$ cat src/rtl/ieee754_pkg.sv
// ieee754_pkg
//   Definitions shared by the binary32 multiplier and divider: the common
//   start/done FSM state encoding, exponent constants, canonical special
//   encodings, the exception-flag bundle and an operand classifier.
//   Subnormal operands classify as zero (flush-to-zero on input).
package ieee754_pkg;

    typedef enum logic [2:0] {
        ST_IDLE,
        ST_UNPACK,
        ST_DIVIDE,
        ST_NORMALIZE,
        ST_PACK,
        ST_DONE
    } fp_state_t;

    typedef enum logic [1:0] {
        CLS_ZERO,
        CLS_NORMAL,
        CLS_INF,
        CLS_NAN
    } fp_class_t;

    typedef struct packed {
        logic nan;
        logic infinity;
        logic dbz;
        logic overflow;
        logic underflow;
        logic inexact;
    } fp_flags_t;

    // Exponent arithmetic is carried in 10-bit signed form so that both
    // overflow (>= 255) and underflow (<= 0) are visible before packing.
    localparam logic signed [9:0] BIAS    = 10'sd127;
    localparam logic signed [9:0] EXP_MAX = 10'sd255;

    localparam logic [31:0] QNAN = 32'h7FC0_0000;
    localparam logic [31:0] INF  = 32'h7F80_0000;

    function automatic fp_class_t classify(input logic [31:0] v);
        fp_class_t c;
        if (v[30:23] == 8'h00)
            c = CLS_ZERO;
        else if (v[30:23] == 8'hFF)
            c = (v[22:0] == 23'd0) ? CLS_INF : CLS_NAN;
        else
            c = CLS_NORMAL;
        return c;
    endfunction

endpackage

$ cat src/rtl/ieee754_mantissa_div.sv
// ieee754_mantissa_div
//   Radix-2 restoring divider for 24-bit significands, one quotient bit per
//   clock. Produces a 26-bit quotient floor(ma * 2^25 / mb) plus a sticky bit
//   from the final remainder.
//   Ports:
//     clk, rst_n   clock / async active-low reset
//     load         capture ma/mb, clear quotient, counter := 25
//     step         perform one iteration (compare, subtract, shift)
//     ma, mb       dividend / divisor significands (hidden bit set)
//     q            quotient shift register
//     sticky       final remainder is nonzero
//     last         counter is 0: the step taken now is the final one
module ieee754_mantissa_div (
    input  logic        clk,
    input  logic        rst_n,
    input  logic        load,
    input  logic        step,
    input  logic [23:0] ma,
    input  logic [23:0] mb,
    output logic [25:0] q,
    output logic        sticky,
    output logic        last
);

    logic [24:0] rem;
    logic [23:0] divisor;
    logic [4:0]  cnt;
    logic [25:0] diff;
    logic        ge;

    // Compare-then-shift order keeps the quotient in [2^24, 2^26) because
    // ma/mb lies in (0.5, 2); rem stays below 2^24 before each shift.
    always_comb begin
        diff = {1'b0, rem} - {2'b00, divisor};
        ge   = ~diff[25];
    end

    always_ff @(posedge clk or negedge rst_n) begin
        if (!rst_n) begin
            rem     <= '0;
            divisor <= '0;
            q       <= '0;
            cnt     <= '0;
        end else if (load) begin
            rem     <= {1'b0, ma};
            divisor <= mb;
            q       <= '0;
            cnt     <= 5'd25;
        end else if (step) begin
            q   <= {q[24:0], ge};
            rem <= ge ? {diff[23:0], 1'b0} : {rem[23:0], 1'b0};
            cnt <= (cnt == 5'd0) ? 5'd0 : cnt - 5'd1;
        end
    end

    assign sticky = (rem != 25'd0);
    assign last   = (cnt == 5'd0);

endmodule

$ cat src/rtl/ieee754divider.sv
// ieee754divider
//   Iterative IEEE-754 binary32 divider (a / b) with start/done handshake.
//   Build option: define IEEE754_DIV_ROUND_EN for round-to-nearest-even;
//   otherwise the quotient is truncated toward zero (same latency).
//   Ports:
//     clk, rst_n        clock / async active-low reset
//     a_i, b_i          dividend / divisor, sampled when start is accepted
//     start_i           request, accepted only while busy_o = 0
//     busy_o            state is not IDLE
//     done_o            one-cycle pulse, result_o and flags valid
//     result_o          packed quotient, held until the next completion
//     nan_o, infinity_o, dbz_o, overflow_o, underflow_o, inexact_o
//                       exception flags, cleared on an accepted start
module ieee754divider
    import ieee754_pkg::*;
(
    input  logic        clk,
    input  logic        rst_n,
    input  logic [31:0] a_i,
    input  logic [31:0] b_i,
    input  logic        start_i,
    output logic        busy_o,
    output logic        done_o,
    output logic [31:0] result_o,
    output logic        nan_o,
    output logic        infinity_o,
    output logic        dbz_o,
    output logic        overflow_o,
    output logic        underflow_o,
    output logic        inexact_o
);

    fp_state_t state, state_nx;

    logic [31:0]        a_reg, b_reg;
    logic               sign;
    logic signed [9:0]  exp_r;
    logic               special;
    logic [31:0]        spec_res;
    fp_flags_t          spec_flags;
    logic [25:0]        q_norm;
    fp_flags_t          flags;

    // divider interface
    logic        div_load, div_step;
    logic [25:0] div_q;
    logic        div_sticky, div_last;

    // unpack / special-case decode
    fp_class_t   cls_a, cls_b;
    logic        special_c;
    logic [31:0] spec_res_c;
    fp_flags_t   spec_flags_c;
    logic        sign_c;

    // pack path
    logic [23:0]       sig;
    logic              guard, stk, round_up;
    logic [24:0]       sum;
    logic [22:0]       frac_p;
    logic signed [9:0] exp_p;
    logic [31:0]       res_c;
    fp_flags_t         flags_c;

    ieee754_mantissa_div u_mdiv (
        .clk    (clk),
        .rst_n  (rst_n),
        .load   (div_load),
        .step   (div_step),
        .ma     ({1'b1, a_reg[22:0]}),
        .mb     ({1'b1, b_reg[22:0]}),
        .q      (div_q),
        .sticky (div_sticky),
        .last   (div_last)
    );

    always_comb begin
        cls_a        = classify(a_reg);
        cls_b        = classify(b_reg);
        sign_c       = a_reg[31] ^ b_reg[31];
        special_c    = 1'b1;
        spec_res_c   = '0;
        spec_flags_c = '0;
        if (cls_a == CLS_NAN || cls_b == CLS_NAN ||
            (cls_a == CLS_ZERO && cls_b == CLS_ZERO) ||
            (cls_a == CLS_INF && cls_b == CLS_INF)) begin
            spec_res_c          = QNAN;
            spec_flags_c.nan    = 1'b1;
        end else if (cls_b == CLS_ZERO) begin
            spec_res_c            = {sign_c, INF[30:0]};
            spec_flags_c.dbz      = 1'b1;
            spec_flags_c.infinity = 1'b1;
        end else if (cls_a == CLS_INF) begin
            spec_res_c            = {sign_c, INF[30:0]};
            spec_flags_c.infinity = 1'b1;
        end else if (cls_a == CLS_ZERO || cls_b == CLS_INF) begin
            spec_res_c = {sign_c, 31'd0};
        end else begin
            special_c = 1'b0;
        end
    end

    always_comb begin
        sig   = q_norm[25:2];
        guard = q_norm[1];
        stk   = q_norm[0] | div_sticky;
`ifdef IEEE754_DIV_ROUND_EN
        round_up = guard & (stk | sig[0]);
`else
        round_up = 1'b0;
`endif
        sum = {1'b0, sig} + {24'd0, round_up};
        // carry out means sum == 2^24: renormalise by one place
        frac_p = sum[24] ? sum[23:1] : sum[22:0];
        exp_p  = exp_r + (sum[24] ? 10'sd1 : 10'sd0);

        flags_c = '0;
        if (special) begin
            res_c   = spec_res;
            flags_c = spec_flags;
        end else if (exp_p >= EXP_MAX) begin
            res_c            = {sign, INF[30:0]};
            flags_c.overflow = 1'b1;
            flags_c.infinity = 1'b1;
            flags_c.inexact  = 1'b1;
        end else if (exp_p <= 10'sd0) begin
            res_c             = {sign, 31'd0};
            flags_c.underflow = 1'b1;
            flags_c.inexact   = 1'b1;
        end else begin
            res_c           = {sign, exp_p[7:0], frac_p};
            flags_c.inexact = guard | stk;
        end
    end

    always_comb begin
        state_nx = state;
        div_load = 1'b0;
        div_step = 1'b0;
        case (state)
            ST_IDLE:      if (start_i) state_nx = ST_UNPACK;
            ST_UNPACK: begin
                if (special_c) begin
                    state_nx = ST_PACK;
                end else begin
                    state_nx = ST_DIVIDE;
                    div_load = 1'b1;
                end
            end
            ST_DIVIDE: begin
                div_step = 1'b1;
                if (div_last) state_nx = ST_NORMALIZE;
            end
            ST_NORMALIZE: state_nx = ST_PACK;
            ST_PACK:      state_nx = ST_DONE;
            ST_DONE:      state_nx = ST_IDLE;
            default:      state_nx = ST_IDLE;
        endcase
    end

    always_ff @(posedge clk or negedge rst_n) begin
        if (!rst_n) begin
            state      <= ST_IDLE;
            a_reg      <= '0;
            b_reg      <= '0;
            sign       <= 1'b0;
            exp_r      <= '0;
            special    <= 1'b0;
            spec_res   <= '0;
            spec_flags <= '0;
            q_norm     <= '0;
            flags      <= '0;
            result_o   <= '0;
            done_o     <= 1'b0;
        end else begin
            state  <= state_nx;
            done_o <= (state == ST_PACK);
            case (state)
                ST_IDLE: begin
                    if (start_i) begin
                        a_reg <= a_i;
                        b_reg <= b_i;
                        flags <= '0;
                    end
                end
                ST_UNPACK: begin
                    sign       <= sign_c;
                    special    <= special_c;
                    spec_res   <= spec_res_c;
                    spec_flags <= spec_flags_c;
                    exp_r      <= $signed({2'b00, a_reg[30:23]})
                                - $signed({2'b00, b_reg[30:23]}) + BIAS;
                end
                ST_NORMALIZE: begin
                    if (div_q[25]) begin
                        q_norm <= div_q;
                    end else begin
                        q_norm <= {div_q[24:0], 1'b0};
                        exp_r  <= exp_r - 10'sd1;
                    end
                end
                ST_PACK: begin
                    result_o <= res_c;
                    flags    <= flags_c;
                end
                default: ;
            endcase
        end
    end

    assign busy_o      = (state != ST_IDLE);
    assign nan_o       = flags.nan;
    assign infinity_o  = flags.infinity;
    assign dbz_o       = flags.dbz;
    assign overflow_o  = flags.overflow;
    assign underflow_o = flags.underflow;
    assign inexact_o   = flags.inexact;

endmodule

$ cat config.mk
export PLATFORM = sky130hd
export DESIGN_NAME = ieee754divider
export DESIGN_NICKNAME = d
export VERILOG_FILES = /design/src/rtl/ieee754_pkg.sv /design/src/rtl/ieee754_mantissa_div.sv /design/src/rtl/ieee754divider.sv
export SDC_FILE = /design/constraint.sdc
export NUM_CORES = 1
export LEC_CHECK = 0
export CAP_MARGIN = 20
export CORE_UTILIZATION = 50
export CTS_CLUSTER_DIAMETER = 30
export DETAILED_ROUTE_END_ITERATION = 12
export GPL_TIMING_DRIVEN = 0
export PLACE_DENSITY = 0.7
export SLEW_MARGIN = 20
export SYNTH_ARGS = -nofsm -noshare
export SYNTH_HDL_FRONTEND = slang
export SYNTH_SLANG_ARGS = --single-unit
$ cat constraint.sdc
create_clock -name clk -period 4.25 [get_ports clk]
set_clock_uncertainty 0.1 [all_clocks]
set_input_delay 0.6375 -clock clk [delete_from_list [all_inputs] [get_ports clk]]
set_output_delay 0.6375 -clock clk [all_outputs]
set_load 0.02 [all_outputs]
==> out/results.tsv <==
metric	value	unit
Seq/Total Area, Yosys	50.99	%
crit-path cells	inv_1 > ha_1 > fa_1 > nor2b_1 > o31ai_1 > a21oi_1 > a41o_1 > a21oi_1 > o21ai_0 > a21oi_1 > mux2_2 > nor2_1	
CP endpoint kind	flop	
final slew viol count	0	
CP top delay family	compound AO/OA/AOI/OAI gates	
largest net degree at the start of global routing	102	
filler cell count	1753	
worst-path fanout max	4	
Fmax	331.3	MHz
Sink Count	228	
power per cell area	932.0	nW/µm²
CP startpoint kind	flop	
Worst slew margin	46.55	%
CTS tree	built	
# rows	54	
Metal-1 WL	12.17	mm
die width	151.6	µm
Reg power frac	27.7	%
hold path startpoint	u_mdiv.divisor[23]$_DFFE_PN0P_	
Netlist cell types	70	
vias in the first global route	8994	
CTS Buffer Depth	3	
final hold violations	0	
dominant synthesized flop cell	dfrtp_1	
IO buf count	106	
critical path class	flop to flop	
power share of the clock group	28.3	%
post-CTS setup buffers	0	
slowest CP cell	dfrtp_1	
Mapped Area	11190	µm²
number of routed nets with antenna violations	0	
vias per cell	5.728	
Synth Net Count	1183	
Syn-to-layout area delta	28.10	%
Routed met3 length	1.446	mm
crit-path max cell delay	0.39	ns
core area	21890	µm²
net switching power	5.311	mW
Skew-Pair Late Insertion Delay	0.54	ns
share of layout cells above drive strength 1	13.43	%
LEAKAGE	6.194	nW
total of max-cap violations	0	
Die Footprint	22980	µm²
internal power	8.048	mW
total wire length	28.57	mm
syn avg cell area	10.38	µm²
routed vias	8902	
Worst EP arrival	3.39	ns
Post-synth ARST share	100.0	%
drt first-iter violations	573	
htree depth	2	
Mapped Cells	1078	
worst path bufs/invs	1	
placed instance area	12660	µm²
period utilization	71.03	%
# DRC	0	
Final Instance Area	14330	µm²
peak supply drop	0.5954	mV
R2R Path Start	u_mdiv.rem[0]$_DFFE_PN0P_	
Worst-Margin Slew	0.7987	ns
logic gate share of total power	44.0	%
CP startpoint	u_mdiv.rem[0]$_DFFE_PN0P_	
RSZ-0062 raised after global routing	no	
Die H	151.6	µm
dpl hpwl	20.09	mm
status	finished clean	
first-pass iteration count of the detailed router	5	
commonest cells after routing, fill and taps aside	dfrtp_1, nand2_1, clkdlybuf4s50_1, o21ai_0, mux2_2	
DR WL/cell	18.38	µm
All-Layer GR Usage	25.95	%
CP dominant cell by count	a21oi_1	
global route overflow	0	
YS warnings	0	
Hold WC Path Type	flop to flop	
CTS Buf Count	46	
Sw Ratio	39.75	%
Post-synth EDFFs	0	
met2 WL post-DR	13.98	mm
Worst Path Required	4.62	ns
Ports	107	
Final min period	3.019	ns
Reg clk slew, reported paths	0.05	ns
top layer used by detailed routing	met4	
most common cell after layout, fill and taps aside	dfrtp_1	
gp weighted congestion	0.8909	
#FFs+latches synth	228	
first-pass GRT wire length	46.37	mm
clock root cell	clkbuf_16	
Initial Util	51.11	%
endpoints failing setup	0	
Total Nets Final	1340	
final core utilization	65.48	%
initial antenna violation count	1	
## through the flow
step	setup WS [ns]	std cells	power (mW)	setup TNS, ns	hold slack, ns
after CTS	1.286	1553	13.36	0	0.3461
after global routing	0.9860	1553	14.25	0	0.3957
after detailed placement	1.106	1466	9.497	0	0.3375
after floorplan	1.627	1078	7.874	0	0.2419
after global placement	-7.062	1464	9.338	-1604.63	0.3319
final	1.231	1554	13.36	0	0.3453
## power groups by stage
| stage | logic (mW) | clock network [mW] | registers, mW |
|---|---|---|---|
| 4_1_cts | 5.86 | 3.82 | 3.68 |
| 5_1_grt | 6.53 | 3.92 | 3.80 |
| 2_1_floorplan | 4.34 | 0 | 3.54 |
| 3_5_place_dp | 5.79 | 0 | 3.71 |
| 3_3_place_gp | 5.65 | 0 | 3.69 |
| 6_report | 5.88 | 3.78 | 3.70 |
## path summary, 6_finish.rpt
check | slack (ns) | endpoint | cells past startpoint
min in group asynchronous | 0.51 | result_o[23]$_DFFE_PN0P_ | 2
setup reg to reg | 1.23 | u_mdiv.rem[23]$_DFFE_PN0P_ | 12
hold / removal | 0.35 | u_mdiv.divisor[23]$_DFFE_PN0P_ | 2
hold reg to reg | 0.35 | u_mdiv.divisor[23]$_DFFE_PN0P_ | 2
max in group asynchronous | 2.65 | a_reg[19]$_DFFE_PN0P_ | 3
setup / recovery | 1.23 | u_mdiv.rem[23]$_DFFE_PN0P_ | 12
## synth_stat cells (3+ instances only)
| library cell | count | area share, % |
|---|---|---|
| o22ai_1 | 6 | 0.34 |
| nor3_1 | 19 | 0.85 |
| xnor2_1 | 21 | 1.6 |
| o221ai_1 | 3 | 0.23 |
| inv_1 | 50 | 1.7 |
| a21o_1 | 11 | 0.74 |
| nor2b_1 | 6 | 0.34 |
| clkbuf_1 | 34 | 1.1 |
| and2_1 | 5 | 0.28 |
| xor2_1 | 11 | 0.86 |
| o21ai_0 | 99 | 4.4 |
| nand2b_1 | 8 | 0.45 |
| nand4_1 | 11 | 0.62 |
| o21a_1 | 5 | 0.34 |
| nor4_1 | 23 | 1.3 |
| mux2i_1 | 29 | 2.6 |
| nand3_1 | 17 | 0.76 |
| a221o_1 | 3 | 0.27 |
| o211ai_1 | 5 | 0.34 |
| nor2_1 | 54 | 1.8 |
| o31ai_1 | 5 | 0.34 |
| a222oi_1 | 5 | 0.45 |
| mux2_2 | 57 | 5.7 |
| nor3_2 | 4 | 0.36 |
| ha_1 | 36 | 4.0 |
| a22o_1 | 47 | 3.7 |
| or3_1 | 4 | 0.22 |
| o21ai_1 | 5 | 0.22 |
| buf_1 | 3 | 0.10 |
| o21bai_1 | 8 | 0.54 |
| a21oi_1 | 49 | 2.2 |
| a22oi_1 | 16 | 1.1 |
| buf_2 | 13 | 0.58 |
| dfrtp_1 | 228 | 51 |
| nand2_1 | 134 | 4.5 |
## area by class of cell
cell class	instances	area, µm²	share of cell area [%]
Buffer	50	203.9	1.423
Antenna cell	1	2.502	0.01746
Clock inverter	28	414.1	2.889
Timing Repair Buffer	109	1131	7.891
Tap cell	280	350.3	2.444
Clock buffer	58	1246	8.694
Inverter	50	187.7	1.309
Sequential cell	228	5705	39.80
Multi-Input combinational cell	750	5092	35.53
## per-layer routing
metal / global-route usage [%] / up-vias
li1: - / 4239
met1: 32.59 / 4340
met2: 44.22 / 249
met4: 10.74 / 0
met5: 0 / -
met3: 4.461 / 74
## logic make-up after synthesis
family	after synthesis	synth area share [%]
AOI/OAI and AO/OA	291	17.22
DFF	228	50.99
muxes	87	8.431
and+or+nand+nor	302	12.97
adders and majority gates	38	4.383
xor gates and xnor gates	32	2.505
buffers and inverters	100	3.500
## worst register-to-register path: stages, from the launching register on
cell and delay [ns]:
dfrtp_1 0.39, inv_1 0.10, ha_1 0.20, fa_1 0.20
nor2b_1 0.09, o31ai_1 0.38, a21oi_1 0.14, a41o_1 0.30
a21oi_1 0.30, o21ai_0 0.13, a21oi_1 0.18, mux2_2 0.36
nor2_1 0.09
## what timing repair did
item / CTS / global route
hold buffers: 1 / 0
endpoints found under the setup margin: 0 / 0
hold endpoints to repair: 53 / 0
gates resized for setup: 0 / 0
Note: power is estimated with default switching activity, not from simulation.
